`config.mk`:
```
export PLATFORM = sky130hd
export DESIGN_NAME = alu_multicycle
export DESIGN_NICKNAME = d
export VERILOG_FILES = /design/src/rtl/alu_multicycle_pkg.sv /design/src/rtl/alu_multicycle_mult_shift_add.sv /design/src/rtl/alu_multicycle.sv
export SDC_FILE = /design/constraint.sdc
export NUM_CORES = 1
export LEC_CHECK = 0
export ABC_AREA = 1
export BUFFER_PORTS_ARGS = -buffer_cell sky130_fd_sc_hd__buf_2
export CAP_MARGIN = 15
export CELL_PAD_IN_SITES_DETAIL_PLACEMENT = 1
export CELL_PAD_IN_SITES_GLOBAL_PLACEMENT = 1
export CORE_MARGIN = 5
export CORE_UTILIZATION = 43
export CTS_CLUSTER_SIZE = 16
export DETAILED_ROUTE_END_ITERATION = 6
export PLACE_DENSITY = 0.8
export SYNTH_ARGS = -nofsm -noshare
export SYNTH_HDL_FRONTEND = slang
export SYNTH_SLANG_ARGS = --single-unit
export TNS_END_PERCENT = 10
```
`constraint.sdc`:
```
create_clock -name clk -period 10.52 [get_ports clk]
set_clock_uncertainty 0.2 [all_clocks]
set_input_delay 0.526 -clock clk [delete_from_list [all_inputs] [get_ports clk]]
set_output_delay 0.526 -clock clk [all_outputs]
set_load 0.1 [all_outputs]
```
`src/rtl/alu_multicycle_pkg.sv`:
```
// Shared definitions for the multicycle ALU execution stage.
// The op codes match the ones ALUControl produces. 4'b1001 is ALUControl's
// fall-through default, and this block treats it as an invalid op.
package alu_multicycle_pkg;

    localparam logic [3:0] OP_AND     = 4'b0000;
    localparam logic [3:0] OP_OR      = 4'b0001;
    localparam logic [3:0] OP_NOR     = 4'b0010;
    localparam logic [3:0] OP_ADD     = 4'b0011;
    localparam logic [3:0] OP_SUB     = 4'b0100;
    localparam logic [3:0] OP_LUI     = 4'b0101;
    localparam logic [3:0] OP_SLL     = 4'b0110;
    localparam logic [3:0] OP_SRL     = 4'b0111;
    localparam logic [3:0] OP_MULT    = 4'b1000;
    localparam logic [3:0] OP_INVALID = 4'b1001;

    // Execution class decides which path the FSM takes after accept.
    typedef enum logic [1:0] {
        CLS_SINGLE  = 2'd0,
        CLS_SHIFT   = 2'd1,
        CLS_MULT    = 2'd2,
        CLS_INVALID = 2'd3
    } op_class_t;

    function automatic logic op_is_valid(input logic [3:0] op);
        return op <= OP_MULT;
    endfunction

    function automatic logic op_is_shift(input logic [3:0] op);
        return (op == OP_SLL) || (op == OP_SRL);
    endfunction

    function automatic op_class_t op_class(input logic [3:0] op);
        if (!op_is_valid(op)) begin
            return CLS_INVALID;
        end else if (op_is_shift(op)) begin
            return CLS_SHIFT;
        end else if (op == OP_MULT) begin
            return CLS_MULT;
        end else begin
            return CLS_SINGLE;
        end
    endfunction

endpackage

```
`src/rtl/alu_multicycle_mult_shift_add.sv`:
```
// Iterative unsigned shift-add multiplier. It keeps only the low WIDTH bits.
// The load cycle already performs the first partial-product step.
// Then WIDTH-1 further steps follow, so the WIDTH-bit product is ready
// on the first cycle busy reads low after load.
module mult_shift_add
    import alu_multicycle_pkg::*;
#(
    parameter int WIDTH = 32
) (
    input  logic             clk,
    input  logic             reset,
    input  logic             load,
    input  logic [WIDTH-1:0] a,
    input  logic [WIDTH-1:0] b,
    output logic             busy,
    output logic [WIDTH-1:0] product_lo
);

    localparam int CW = $clog2(WIDTH);

    logic [WIDTH-1:0] a_r;
    logic [WIDTH-1:0] b_r;
    logic [WIDTH-1:0] acc;
    logic [CW-1:0]    cnt;

    // On load, seed the operands and do step 0. After that, do one add/shift step per cycle.
    always_ff @(posedge clk) begin
        if (reset) begin
            a_r <= '0;
            b_r <= '0;
            acc <= '0;
            cnt <= '0;
        end else if (load) begin
            acc <= b[0] ? a : '0;
            a_r <= a << 1;
            b_r <= b >> 1;
            cnt <= CW'(WIDTH - 1);
        end else if (cnt != '0) begin
            if (b_r[0]) begin
                acc <= acc + a_r;
            end
            a_r <= a_r << 1;
            b_r <= b_r >> 1;
            cnt <= cnt - CW'(1);
        end
    end

    assign busy       = (cnt != '0);
    assign product_lo = acc;

endmodule

```
`src/rtl/alu_multicycle.sv`:
```
// Multicycle ALU execution stage, downstream of ALUControl.
// Logic, add and LUI ops complete in one cycle. Shifts move one bit per cycle.
// MULT uses the iterative shift-add multiplier. Results are registered
// and change only when the op completes, which is the cycle done is high.
//
//  state | meaning
//  ------+------------------------------------------------------------
//  IDLE  | waiting for start; single-cycle, invalid and zero-shift ops
//        | resolve here and go straight to DONE
//  SHIFT | shifting latched operand one bit per cycle, busy=1
//  MUL   | multiplier iterating, busy=1
//  DONE  | one-cycle done pulse with result valid; start ignored
module alu_multicycle
    import alu_multicycle_pkg::*;
#(
    parameter int WIDTH = 32,
    parameter int SHW   = 5
) (
    input  logic             clk,
    input  logic             reset,
    input  logic             start,
    input  logic [3:0]       ALUOperation,
    input  logic [WIDTH-1:0] A,
    input  logic [WIDTH-1:0] B,
    input  logic [SHW-1:0]   shamt,
    output logic             busy,
    output logic             done,
    output logic [WIDTH-1:0] ALUResult,
    output logic             Zero,
    output logic             invalid_op
);

    localparam logic [1:0] IDLE  = 2'd0;
    localparam logic [1:0] SHIFT = 2'd1;
    localparam logic [1:0] MUL   = 2'd2;
    localparam logic [1:0] DONE  = 2'd3;

    logic [1:0]       state;
    logic [1:0]       state_nxt;
    op_class_t        cls;
    logic             mul_load;
    logic             mul_busy;
    logic [WIDTH-1:0] mul_product;

    logic [3:0]       op_q;
    logic [WIDTH-1:0] sh_val;
    logic [SHW-1:0]   sh_cnt;
    logic [WIDTH-1:0] sh_step;

    logic [WIDTH-1:0] cap_val;
    logic             cap_inv;

    // LUI is written as a shift so it stays legal when WIDTH == 16.
    function automatic logic [WIDTH-1:0] single_result(
        input logic [3:0]       op,
        input logic [WIDTH-1:0] a,
        input logic [WIDTH-1:0] b
    );
        logic [WIDTH-1:0] r;
        case (op)
            OP_AND:  r = a & b;
            OP_OR:   r = a | b;
            OP_NOR:  r = ~(a | b);
            OP_ADD:  r = a + b;
            OP_SUB:  r = a - b;
            OP_LUI:  r = {{(WIDTH-16){1'b0}}, b[15:0]} << (WIDTH - 16);
            default: r = '0;
        endcase
        return r;
    endfunction

    assign cls     = op_class(ALUOperation);
    assign sh_step = (op_q == OP_SLL) ? (sh_val << 1) : (sh_val >> 1);

    mult_shift_add #(
        .WIDTH(WIDTH)
    ) u_mult (
        .clk        (clk),
        .reset      (reset),
        .load       (mul_load),
        .a          (A),
        .b          (B),
        .busy       (mul_busy),
        .product_lo (mul_product)
    );

    // Next-state decode. The multiplier is loaded on the accept cycle of a MULT.
    always_comb begin
        state_nxt = state;
        mul_load  = 1'b0;
        case (state)
            IDLE: begin
                if (start) begin
                    case (cls)
                        CLS_SHIFT: state_nxt = (shamt == '0) ? DONE : SHIFT;
                        CLS_MULT: begin
                            state_nxt = MUL;
                            mul_load  = 1'b1;
                        end
                        default:   state_nxt = DONE;
                    endcase
                end
            end
            SHIFT: begin
                if (sh_cnt == SHW'(1)) begin
                    state_nxt = DONE;
                end
            end
            MUL: begin
                if (!mul_busy) begin
                    state_nxt = DONE;
                end
            end
            default: state_nxt = IDLE;
        endcase
    end

    // Pick the value that gets registered on the edge that enters DONE.
    always_comb begin
        cap_val = '0;
        cap_inv = 1'b0;
        case (state)
            IDLE: begin
                case (cls)
                    CLS_SINGLE:  cap_val = single_result(ALUOperation, A, B);
                    CLS_SHIFT:   cap_val = A;
                    CLS_INVALID: cap_inv = 1'b1;
                    default:     cap_val = '0;
                endcase
            end
            SHIFT:   cap_val = sh_step;
            MUL:     cap_val = mul_product;
            default: cap_val = '0;
        endcase
    end

    // State register. A reset at any point aborts the current op without a done pulse.
    always_ff @(posedge clk) begin
        if (reset) begin
            state <= IDLE;
        end else begin
            state <= state_nxt;
        end
    end

    // Latch the op and shift operand on accept, then shift one bit per SHIFT cycle.
    always_ff @(posedge clk) begin
        if (reset) begin
            op_q   <= '0;
            sh_val <= '0;
            sh_cnt <= '0;
        end else if (state == IDLE && start) begin
            op_q   <= ALUOperation;
            sh_val <= A;
            sh_cnt <= shamt;
        end else if (state == SHIFT) begin
            sh_val <= sh_step;
            sh_cnt <= sh_cnt - SHW'(1);
        end
    end

    // The result, Zero and invalid flag update only on the edge that completes an op.
    always_ff @(posedge clk) begin
        if (reset) begin
            ALUResult  <= '0;
            Zero       <= 1'b1;
            invalid_op <= 1'b0;
        end else if (state != DONE && state_nxt == DONE) begin
            ALUResult  <= cap_val;
            Zero       <= (cap_val == '0);
            invalid_op <= cap_inv;
        end
    end

    assign busy = (state == SHIFT) || (state == MUL);
    assign done = (state == DONE);

endmodule

```
==> impl_metrics.tcl <==
set metrics [dict create \
    synth_simple_gate_area_share 0.348 \
    worstHoldEndpoint "sh_cnt[3]" \
    timing.final.crit_period_ps 5290 \
    die_y_um 197 \
    dr_wl_met2_um 32500 \
    area_growth_pct 8.72 \
    hold_depth 3 \
    routed.top_layer "met4" \
    hold_viol 0 \
    vias 17900 \
    critPathRequiredTime_ps 10710 \
    fin_area_mm2 0.0163 \
    multi_input_area_mm2 0.00975 \
    synth_fa_ha_area_frac 0.0662 \
    clk_pin_slew_ps 70 \
    critical_path_class "input port to register" \
    synth_cell_types 55 \
    synth-compound-area-share 0.208 \
    final_cells 3019 \
    die-area_mm2 0.0386 \
    synth_top_area_frac 0.235 \
    slowest_stage "ha_1" \
    drt_pass1_iterations 5 \
    fmax_ghz 0.189 \
    peakVddDrop_v 0.000246 \
    grt_max_degree 74 \
    clock-sinks 176 \
    synth_enable_flop_cells 0 \
    synthXorXnorAreaFrac 0.0205 \
    cp.arrival_ps 5480 \
    routed_wl_um 67500 \
    netlist_instances 2524 \
    grt_pass1_wl_um 103000 \
    final_cell_mix "nand2_1 (702), inv_1 (308), nor2_1 (271), dfxtp_1 (176), o21ai_0 (159)" \
    critPathMaxFanout 30 \
    route.met3.wl_um 4520 \
    yosys_warnings 0 \
    fin_nets 2705 \
    crit_buf_inv 4 \
    p_leak_nw 8.13 \
    dp_hpwl_um 51100 \
    htreeDepth 4 \
    synth_top_family_by_area "simple AND/OR/NAND/NOR gates" \
    drive_above_1_share 0.0842 \
    core_area_mm2 0.0345 \
    drc 0 \
    drt_iter0_markers 1259 \
    synth_fp_nets 2678 \
    die_w_um 197 \
    syn_area_mm2 0.0150 \
    min_path_type "input port to register" \
    reg2regPathDepth 12 \
    finalCritPeriodShare 0.503 \
    finalSetupTns_ps 0 \
    synth_mux_area_frac 0.00803 \
    post-route-util 0.472 \
    antenna_found_initial 0 \
    min_from "shamt[3]" \
    io_pins 112 \
    gp_congestion 0.986 \
    viasPerCell 5.92 \
    synth_area_per_cell_um2 5.93 \
    antenna_left 0 \
    grt_overflow 0 \
    end_kind "register" \
    final_common_cell "nand2_1" \
    numCtsBuffers 17 \
    post-cts-setup-buffers 0 \
    path_depth 34 \
    cts_resized 0 \
    placed_area_mm2 0.0157 \
    slew_violations 0 \
    critPathLaunchType "input port" \
    critPathMaxStageDelay_ps 410 \
    synthArstFlopShare 0 \
    yosys_register_bits 176 \
    clockBufferDepth 2 \
    hold_buffers 0 \
    synthTopCellsByArea "dfxtp_1 (24%), nand2_1 (18%), inv_1 (7.8%)" \
    status "complete, no violations" \
    powerDensity_mw_per_mm2 257 \
    relSlewSlack 0.284 \
    fillCellCount 4820 \
    yosysTopAreaCell "dfxtp_1" \
    ys_seq_area_frac 0.235 \
    rows 68 \
    maxCapViolations 0 \
    finalSetupViolations 0 \
    io_buffers 111 \
    cts_tree "done" \
    start_util 0.434 \
    placed_cells 2986 \
    crit_top_cell "nand2_1" \
    rrSetupSlack_ps 5580 \
    grt_pass1_vias 18000 \
    critical_path.top_delay_family "simple AND/OR/NAND/NOR gates" \
    reg2reg_to "u_mult.b_r[0]" \
    pre_cts_slack_ps 4940 \
    final-seq-area_mm2 0.00352 \
    worstReg2RegStart "state[0]" \
    grt.total_usage 0.339 \
    fin_ws_ps 5230 \
    synthFlopType "dfxtp_1" \
    met1_length_um 26700 \
    wl_per_cell_um 22.3 \
    max_slew.worst_pin.slew_ps 1070 \
    antenna_cells 0 \
    rsz0062_at_grt "false" \
    cts_root_buf "clkbuf_16" \
    clock_latency_ps 460 \
]
-- how the worst max path moves through the flow --
stage          start   end  slack, ps
6_report        B[0]  Zero       5230
5_1_grt         B[0]  Zero       4740
4_1_cts         B[0]  Zero       5330
3_5_place_dp    B[0]  Zero       4940
3_3_place_gp    B[0]  Zero       4980
2_1_floorplan   B[0]  Zero       6360
-- through the flow --
step                      total power [mW]  hold slack [ps]
after CTS                             4.15              121
after floorplan                       2.87              225
final                                 4.18              129
after global placement                3.44              243
after detailed placement              3.53              252
after global routing                  4.42              164
-- cell families after synthesis --
family	Yosys count
adders and majority gates	78
AOI/OAI and AO/OA	533
xor gates and xnor gates	35
buffers and inverters	440
and+or+nand+nor	1250
DFF	176
muxes	12
-- per-layer routing --
metal / GRT usage / vias to the layer above
met1: 0.406 / 8624
met5: 0 / -
met4: 0.170 / 0
met2: 0.590 / 702
li1: - / 8363
met3: 0.0509 / 188
-- sequential cells by signal (all words and copies together), names as in the netlist, 2 cells and up --
register           count
ALUResult             32
op_q                   4
sh_cnt                 5
sh_val                32
state                  2
u_mult.a_r            31
u_mult.b_r            31
u_mult.cnt             5
u_mult.product_lo     32
-- synthesized netlist by cell type (3+ instances only) --
library cell / number
a211oi_1: 30
a21oi_1: 145
a21oi_2: 3
a221oi_1: 11
a311oi_1: 5
a31oi_1: 106
buf_1: 5
buf_2: 18
buf_6: 5
clkbuf_1: 93
dfxtp_1: 176
ha_1: 76
inv_1: 309
inv_2: 9
mux2i_1: 12
nand2_1: 703
nand2_4: 4
nand3_1: 120
nand3_2: 3
nand3b_1: 11
nand4_1: 18
nor2_1: 273
nor2_2: 3
nor3_1: 74
nor3_2: 4
nor4_1: 11
o211ai_1: 19
o21a_1: 4
o21ai_0: 159
o21ai_1: 11
o21bai_1: 3
o221ai_1: 3
o22ai_1: 14
o31ai_1: 5
or2_2: 20
xnor2_1: 3
xor2_1: 32
-- area by class of cell --
type,instances,share of cell area
Clock buffer,18,0.0264
Clock inverter,14,0.00661
Inverter,319,0.0736
Multi-Input combinational cell,1908,0.599
Sequential cell,176,0.217
Tap cell,455,0.0350
Timing Repair Buffer,129,0.0426
-- report_power, final --
group          leakage (nW)  switching, mW  internal [mW]  total [mW]
registers              1.45          0.189          0.913        1.10
clock network         0.246          0.308          0.305       0.612
logic                  6.43           1.84          0.621        2.46
-- worst min-delay path, stage by stage --
cell and delay, ps:
buf_2 90, o211ai_1 90, inv_1 50
Power figures use the tool's default switching activity.
